==> src/rtl/disp_pkg.sv <==
`default_nettype none
// +----------------------------------------------------------------------------+
// | Module   : disp_pkg                                                        |
// | Brief    : Shared constants and width check for the display channel adapter|
// | Revision : 1.0                                                             |
// +----------------------------------------------------------------------------+
package disp_pkg;

  localparam logic SYNC_IDLE_DEFAULT = 1'b0;

  // Indexed [y_par][x_par]
  localparam logic [1:0] BAYER2X2 [2][2] = '{'{2'd0, 2'd2}, '{2'd3, 2'd1}};

  function automatic bit widths_ok(input int bpc_in, input int bpc_out, input int chans);
    return (bpc_in >= 1) && (bpc_out >= 1) && (chans >= 1) && (bpc_out <= 4 * bpc_in);
  endfunction

endpackage
`default_nettype wire

==> src/rtl/disp_chan_adapt_if.sv <==
`default_nettype none
// +----------------------------------------------------------------------------+
// | Module   : disp_chan_adapt_if                                              |
// | Brief    : Pixel-stream bundle into and out of the channel adapter         |
// | Revision : 1.0                                                             |
// +----------------------------------------------------------------------------+
interface disp_chan_adapt_if #(
  parameter int CHANS   = 3,
  parameter int BPC_IN  = 5,
  parameter int BPC_OUT = 8
);

  logic                       in_de;
  logic                       in_hsync;
  logic                       in_vsync;
  logic                       in_frame;
  logic [CHANS*BPC_IN-1:0]    in_colr;
  logic                       out_de;
  logic                       out_hsync;
  logic                       out_vsync;
  logic [CHANS*BPC_OUT-1:0]   out_colr;

  modport master (
    output in_de, in_hsync, in_vsync, in_frame, in_colr,
    input  out_de, out_hsync, out_vsync, out_colr
  );

  modport slave (
    input  in_de, in_hsync, in_vsync, in_frame, in_colr,
    output out_de, out_hsync, out_vsync, out_colr
  );

endinterface
`default_nettype wire

==> src/rtl/chan_conv.sv <==
`default_nettype none
// +----------------------------------------------------------------------------+
// | Module   : chan_conv                                                       |
// | Brief    : One colour channel expand/reduce datapath (combinational).      |
// |            DISP_CHAN_ADAPT_DITHER_EN adds 2x2 ordered dither on reduce.    |
// | Revision : 1.0                                                             |
// +----------------------------------------------------------------------------+
module chan_conv
  import disp_pkg::*;
#(
  parameter int BPC_IN     = 5,
  parameter int BPC_OUT    = 8,
  parameter bit BLANK_ZERO = 1'b1
) (
  input  logic [BPC_IN-1:0]  d,
`ifdef DISP_CHAN_ADAPT_DITHER_EN
  input  logic               x_par,
  input  logic               y_par,
`endif
  input  logic               de,
  output logic [BPC_OUT-1:0] q
);

  logic [BPC_OUT-1:0] conv;

  if (BPC_OUT >= BPC_IN) begin : g_expand
    // Replicate the input MSB-first until the output is full
    always_comb begin
      conv = '0;
      for (int i = 0; i < BPC_OUT; i++) begin
        conv[BPC_OUT-1-i] = d[BPC_IN-1-(i % BPC_IN)];
      end
    end
`ifdef DISP_CHAN_ADAPT_DITHER_EN
    logic unused_par;
    assign unused_par = x_par ^ y_par;
`endif
  end else begin : g_reduce
    localparam int K = BPC_IN - BPC_OUT;
    logic [BPC_IN:0]   t_scaled;
    logic [BPC_IN:0]   sum;
    logic [BPC_IN-1:0] sat;
`ifdef DISP_CHAN_ADAPT_DITHER_EN
    logic [1:0] t;
    assign t = BAYER2X2[y_par][x_par];
    if (K >= 2) begin : g_shl
      assign t_scaled = (BPC_IN+1)'(t) << (K - 2);
    end else begin : g_half
      assign t_scaled = (BPC_IN+1)'(t >> 1);
    end
`else
    assign t_scaled = '0;
`endif
    // Saturate before the shift so bright pixels never wrap to black
    assign sum  = {1'b0, d} + t_scaled;
    assign sat  = sum[BPC_IN] ? '1 : sum[BPC_IN-1:0];
    assign conv = sat[BPC_IN-1:K];
  end

  assign q = (BLANK_ZERO && !de) ? '0 : conv;

endmodule
`default_nettype wire

==> src/rtl/disp_chan_adapt.sv <==
`default_nettype none
// +----------------------------------------------------------------------------+
// | Module   : disp_chan_adapt                                                 |
// | Brief    : Two-stage colour depth adapter with aligned de/sync delay.      |
// |            Define DISP_CHAN_ADAPT_DITHER_EN for ordered dither on reduce.  |
// | Revision : 1.0                                                             |
// +----------------------------------------------------------------------------+
module disp_chan_adapt
  import disp_pkg::*;
#(
  parameter int   BPC_IN     = 5,
  parameter int   BPC_OUT    = 8,
  parameter int   CHANS      = 3,
  parameter bit   BLANK_ZERO = 1'b1,
  parameter logic SYNC_IDLE  = SYNC_IDLE_DEFAULT
) (
  input logic              clk_pix,
  input logic              rst_pix_n,
  disp_chan_adapt_if.slave bus
);

  if (!widths_ok(BPC_IN, BPC_OUT, CHANS)) begin : g_bad_widths
    $error("disp_chan_adapt: illegal widths BPC_IN=%0d BPC_OUT=%0d CHANS=%0d",
           BPC_IN, BPC_OUT, CHANS);
  end

  logic                     s1_de;
  logic                     s1_hsync;
  logic                     s1_vsync;
  logic [CHANS*BPC_IN-1:0]  s1_colr;
  logic [CHANS*BPC_OUT-1:0] conv_colr;

  always_ff @(posedge clk_pix) begin
    if (!rst_pix_n) begin
      s1_de         <= 1'b0;
      s1_hsync      <= SYNC_IDLE;
      s1_vsync      <= SYNC_IDLE;
      s1_colr       <= '0;
      bus.out_de    <= 1'b0;
      bus.out_hsync <= SYNC_IDLE;
      bus.out_vsync <= SYNC_IDLE;
      bus.out_colr  <= '0;
    end else begin
      s1_de         <= bus.in_de;
      s1_hsync      <= bus.in_hsync;
      s1_vsync      <= bus.in_vsync;
      s1_colr       <= bus.in_colr;
      bus.out_de    <= s1_de;
      bus.out_hsync <= s1_hsync;
      bus.out_vsync <= s1_vsync;
      bus.out_colr  <= conv_colr;
    end
  end

`ifdef DISP_CHAN_ADAPT_DITHER_EN
  logic x_par;
  logic y_par;
  logic y_par_nxt;
  logic s1_x;
  logic s1_y;

  // Frame start wins over a coincident end-of-line toggle
  always_comb begin
    y_par_nxt = y_par;
    if (bus.in_frame) begin
      y_par_nxt = 1'b0;
    end else if (s1_de && !bus.in_de) begin
      y_par_nxt = ~y_par;
    end
  end

  always_ff @(posedge clk_pix) begin
    if (!rst_pix_n) begin
      x_par <= 1'b0;
      y_par <= 1'b0;
      s1_x  <= 1'b0;
      s1_y  <= 1'b0;
    end else begin
      x_par <= bus.in_de ? ~x_par : 1'b0;
      y_par <= y_par_nxt;
      s1_x  <= x_par;
      s1_y  <= y_par_nxt;
    end
  end
`else
  logic unused_frame;
  assign unused_frame = bus.in_frame;
`endif

  for (genvar c = 0; c < CHANS; c++) begin : g_chan
    chan_conv #(
      .BPC_IN     (BPC_IN),
      .BPC_OUT    (BPC_OUT),
      .BLANK_ZERO (BLANK_ZERO)
    ) u_conv (
      .d     (s1_colr[c*BPC_IN +: BPC_IN]),
`ifdef DISP_CHAN_ADAPT_DITHER_EN
      .x_par (s1_x),
      .y_par (s1_y),
`endif
      .de    (s1_de),
      .q     (conv_colr[c*BPC_OUT +: BPC_OUT])
    );
  end

endmodule
`default_nettype wire

==> src/flat_wrapper.sv <==
// flat-port wrapper written by rule: the top's interface ports become plain ports
module disp_chan_adapt_flat import disp_pkg::*;
#(
  parameter int   BPC_IN     = 5,
  parameter int   BPC_OUT    = 8,
  parameter int   CHANS      = 3,
  parameter bit   BLANK_ZERO = 1'b1,
  parameter logic SYNC_IDLE  = SYNC_IDLE_DEFAULT
)
  (clk_pix, rst_pix_n, bus_in_de, bus_in_hsync, bus_in_vsync, bus_in_frame, bus_in_colr, bus_out_de, bus_out_hsync, bus_out_vsync, bus_out_colr);
  disp_chan_adapt_if #(.CHANS(CHANS), .BPC_IN(BPC_IN), .BPC_OUT(BPC_OUT)) bus_i ();
  input logic clk_pix;
  input logic rst_pix_n;
  input wire logic [$bits(bus_i.in_de)-1:0] bus_in_de;
  input wire logic [$bits(bus_i.in_hsync)-1:0] bus_in_hsync;
  input wire logic [$bits(bus_i.in_vsync)-1:0] bus_in_vsync;
  input wire logic [$bits(bus_i.in_frame)-1:0] bus_in_frame;
  input wire logic [$bits(bus_i.in_colr)-1:0] bus_in_colr;
  output wire logic [$bits(bus_i.out_de)-1:0] bus_out_de;
  output wire logic [$bits(bus_i.out_hsync)-1:0] bus_out_hsync;
  output wire logic [$bits(bus_i.out_vsync)-1:0] bus_out_vsync;
  output wire logic [$bits(bus_i.out_colr)-1:0] bus_out_colr;
  assign bus_i.in_de = bus_in_de;
  assign bus_i.in_hsync = bus_in_hsync;
  assign bus_i.in_vsync = bus_in_vsync;
  assign bus_i.in_frame = bus_in_frame;
  assign bus_i.in_colr = bus_in_colr;
  assign bus_out_de = bus_i.out_de;
  assign bus_out_hsync = bus_i.out_hsync;
  assign bus_out_vsync = bus_i.out_vsync;
  assign bus_out_colr = bus_i.out_colr;
  disp_chan_adapt #(.BPC_IN(BPC_IN), .BPC_OUT(BPC_OUT), .CHANS(CHANS), .BLANK_ZERO(BLANK_ZERO), .SYNC_IDLE(SYNC_IDLE)) u_core (.clk_pix(clk_pix), .rst_pix_n(rst_pix_n), .bus(bus_i));
endmodule
==> config.mk <==
export PLATFORM = sky130hd
export DESIGN_NAME = disp_chan_adapt_flat
export DESIGN_NICKNAME = d
export VERILOG_FILES = /design/src/rtl/disp_pkg.sv /design/src/rtl/disp_chan_adapt_if.sv /design/src/rtl/chan_conv.sv /design/src/rtl/disp_chan_adapt.sv /design/src/flat_wrapper.sv
export SDC_FILE = /design/constraint.sdc
export NUM_CORES = 1
export LEC_CHECK = 0
export BUFFER_PORTS_ARGS = -buffer_cell sky130_fd_sc_hd__buf_2
export CAP_MARGIN = 0
export CORE_ASPECT_RATIO = 0.5
export CORE_MARGIN = 5
export CORE_UTILIZATION = 45
export DETAILED_ROUTE_END_ITERATION = 8
export PLACE_DENSITY = 0.8
export SLEW_MARGIN = 25
export SYNTH_ARGS = -nofsm -noshare
export SYNTH_HDL_FRONTEND = slang
export SYNTH_HIERARCHICAL = 1
export SYNTH_SLANG_ARGS = --single-unit
==> constraint.sdc <==
create_clock -name clk_pix -period 1 [get_ports clk_pix]
set_input_delay 0.05 -clock clk_pix [delete_from_list [all_inputs] [get_ports clk_pix]]
set_output_delay 0.05 -clock clk_pix [all_outputs]
set_load 0.1 [all_outputs]
# After elaboration in Yosys (flattened, before gate mapping)
# Cells that the tools add are included.
[totals]
elab_cells = 9
output_inout_bits = 27
reg_bits = 45
in_bits = 21
[op_classes]
n_reduce_logical = 1
[ops]
columns = ["cell", "count"]
rows = [
  ["2-bit AND reduction", 1],
]

# Logic depth before layout (Yosys ltp)
[logic_depth]
ltp_word = 1
mapped_depth = 3

# By module
# Netlist, hierarchy kept.
[by_module_without_submodules]
columns = ["module", "cells_each", "instances", "area_each_um2", "seq_area_each_um2"]
rows = [
  ["disp_chan_adapt", 94, 1, 1258.7, 900.9],
  ["chan_conv", 8, 3, 53.8, 0.0],
]

# Worst setup path before layout
# OpenSTA, ideal clock, no wires.
[synth_path]
path_kind = "reg2out"
start = "register u_core.bus.out_colr[0]"
end = "output bus_out_colr[0]"
arrival_time_ps = 909
setup_slack_ps = 41
required_ps = 950
path_stages_with_launch = 1
cell_sequence = "dfxtp_1"
[synth_lines]
columns = ["item", "line", "rtl"]
rows = [
  ["from (decl)", "disp_chan_adapt_if.sv:30", "output out_de, out_hsync, out_vsync, out_colr"],
  ["from (signal assigned)", "disp_chan_adapt.sv:51", "bus.out_colr <= conv_colr;"],
  ["to (decl)", "flat_wrapper.sv:22", "output wire logic [$bits(bus_i.out_colr)-1:0] bus_out_colr;"],
]
# No word-level cell between the ends.

# Final worst setup path
[layout_path]
start = "register u_core.bus.out_colr[21]"
end = "output bus_out_colr[21]"
# No word-level cell between the ends.

==> impl_metrics.yaml <==
logic_synthesis:
  yosys.area_share.adder_pct: 0
  synth.top_cell.area_share_pct: 63.4
  synth_top_cell_by_area: "dfxtp_1"
  synth_fp_nets: 139
  synth_top_family_by_area: "simple AND/OR/NAND/NOR gates"
  synthXorXnorAreaFrac_pct: 0
  syn_area_sq_um: 1420
  synthMuxAreaShare_pct: 0
  yosys.area_share.simple_pct: 30.4
  synth.area.top_cells: "dfxtp_1 63%, and2_2 24%, and2_1 6.6%"
  synth_compound_area_share_pct: 0
  synth_cell_types: 5
  yosysWarnings: 6
  syn_inst: 118
  synth.ff_latch_count: 45
  ys_seq_area_share_pct: 63.4
  syn_area_per_cell_sq_um: 12.0
sta:
  max_freq_ghz: 1.11
  setup_ws_ps: 103
  hold_viol_final: 0
  fin_worst_skew_ps: 3.59
  maxSlewViolCount: 0
  setup_viol: 0
  fin_crit_ps: 897
  grt_setup_unrepaired: "false"
  relSlewSlack_pct: 65.9
  period_share_pct: 89.7
  tightest_slew_ps: 512
route:
  viasPerCell: 4.08
  totalWireLength_um: 2630
  dr.pass1.iters: 4
  dr_total_vias: 881
  antenna_left: 0
  drt_iter0_drc: 34
  avgRoutedWirePerCell_um: 12.2
  drcViolationCount: 0
die:
  start_util_pct: 47.1
  dieArea_sq_um: 4450
  rows: 14
  coreArea_sq_um: 3010
  die_h_um: 49.7
  pin_count: 48
  die_w_um: 89.4
cts:
  clockBufferDepth: 2
  cts_num_sinks: 45
  path_clk_slew_ps: 80
  cts_tree: "yes"
  clock-root-buffer: "clkbuf_8"
  numCtsBuffers: 5
  htreeDepth: 2
  clk_latency_ps: 280
final_layout:
  multi_input_area_sq_um: 432
  antenna_cells: 0
  regArea_sq_um: 902
  final_common_cell: "and2_2"
  drive_gt1_share_pct: 55.7
  syn_to_final_growth_pct: 61.0
  num-fill-cells: 180
  num-nets-final: 197
  fin_util_pct: 75.9
  mostFrequentLayoutCells: "45 x and2_2, 44 x dfxtp_1, 27 x buf_12"
setup_path:
  cp_top_family: "flip-flops"
  critPathMaxFanout: 1
  critPathSlowestCell: "dfxtp_1"
  criticalPathCategory: "flip-flop to output pin"
  cp_data_arrival_time_ps: 850
  crit_buf_inv: 1
  crit_chain: "buf_12"
  critPathCaptureType: "output pin"
  max_stage_delay_ps: 380
  required_ps: 950
  worst_setup_path_start_kind: "flip-flop"
power:
  power_density_nw_per_um2: 1470
  ir_worst_vdd_v: 0.000860
  power_leakage_uw: 0.000991
outcome:
  status: "finished, final reports clean"
placement:
  portBuffers: 46
  routabilityCongestion: 0.646
  post-place-ws_ps: -13.2
grt:
  first_global_vias: 933
  antenna_found_initial: 0
  grt_pass1_wl_um: 4360
  grt.overflow.total: 0
  grt_usage_pct: 13.5
  grt_max_degree: 46
min_path:
  hold_path_class: "input pin to flip-flop"
flow_run:
  maxCapViolCount: 0
## cell families after synthesis
group | count (synthesis)
flops | 45
buf+inv | 13
simple gates | 60
## final timing paths
| check | from | endpoint | slack (ps) | depth (start not counted) |
|---|---|---|---|---|
| setup / recovery | u_core/bus.out_colr[21] | bus_out_colr[21] | 100 | 1 |
| hold reg to reg | u_core/s1_vsync | u_core/bus.out_vsync | 470 | 1 |
| hold / removal | rst_pix_n | u_core/s1_colr[10] | 340 | 2 |
| setup reg to reg | u_core/s1_de | u_core/bus.out_colr[14] | 110 | 2 |
## per-layer routing
layer  GRT usage, %  wire length, um
met1           13.7             1030
met2           24.6             1470
met3           5.49              109
met4           5.20               21
met5              0                0
## layout make-up
cell class	instances	area share, %
Multi-Input combinational cell	60	18.9
Timing Repair Buffer	64	35.7
Sequential cell	45	39.5
Tap cell	40	2.19
Clock buffer	7	3.78
## report_power, final
group / internal, uW / leakage (uW) / switching (uW)
clock network: 548 / 0.0000443 / 523
logic: 196 / 0.000577 / 213
registers: 1850 / 0.000369 / 32.4
## metrics by stage
step,power [uW],hold slack [ps],setup TNS (ps),cells,cell area (sq um)
after CTS,3410,349,0,216,2290
after global routing,3540,374,0,216,2290
after floorplan,2140,186,0,118,1420
after global placement,2270,270,0,191,2020
final,3360,335,0,216,2290
after detailed placement,2280,272,-75.3,191,2020
## cell usage after synthesis
| cell | n |
|---|---|
| clkbuf_2 | 4 |
| dfxtp_1 | 45 |
| and2_1 | 15 |
| and2_2 | 45 |
| buf_4 | 9 |
## registers in the layout, indices dropped and copies added, names as in the netlist
signal and flops:
u_core/bus.out_colr 24, u_core/s1_colr 15, u_core/bus.out_de 1, u_core/bus.out_hsync 1
u_core/bus.out_vsync 1, u_core/s1_de 1, u_core/s1_hsync 1, u_core/s1_vsync 1
## timing repair
action	in CTS	in global routing
gates resized for setup	1	0
hold buffers	18	0
endpoints found under the hold margin	18	0
setup endpoints to repair	24	0
setup buffers	0	0
No activity file was read; power rests on OpenSTA's default activity.
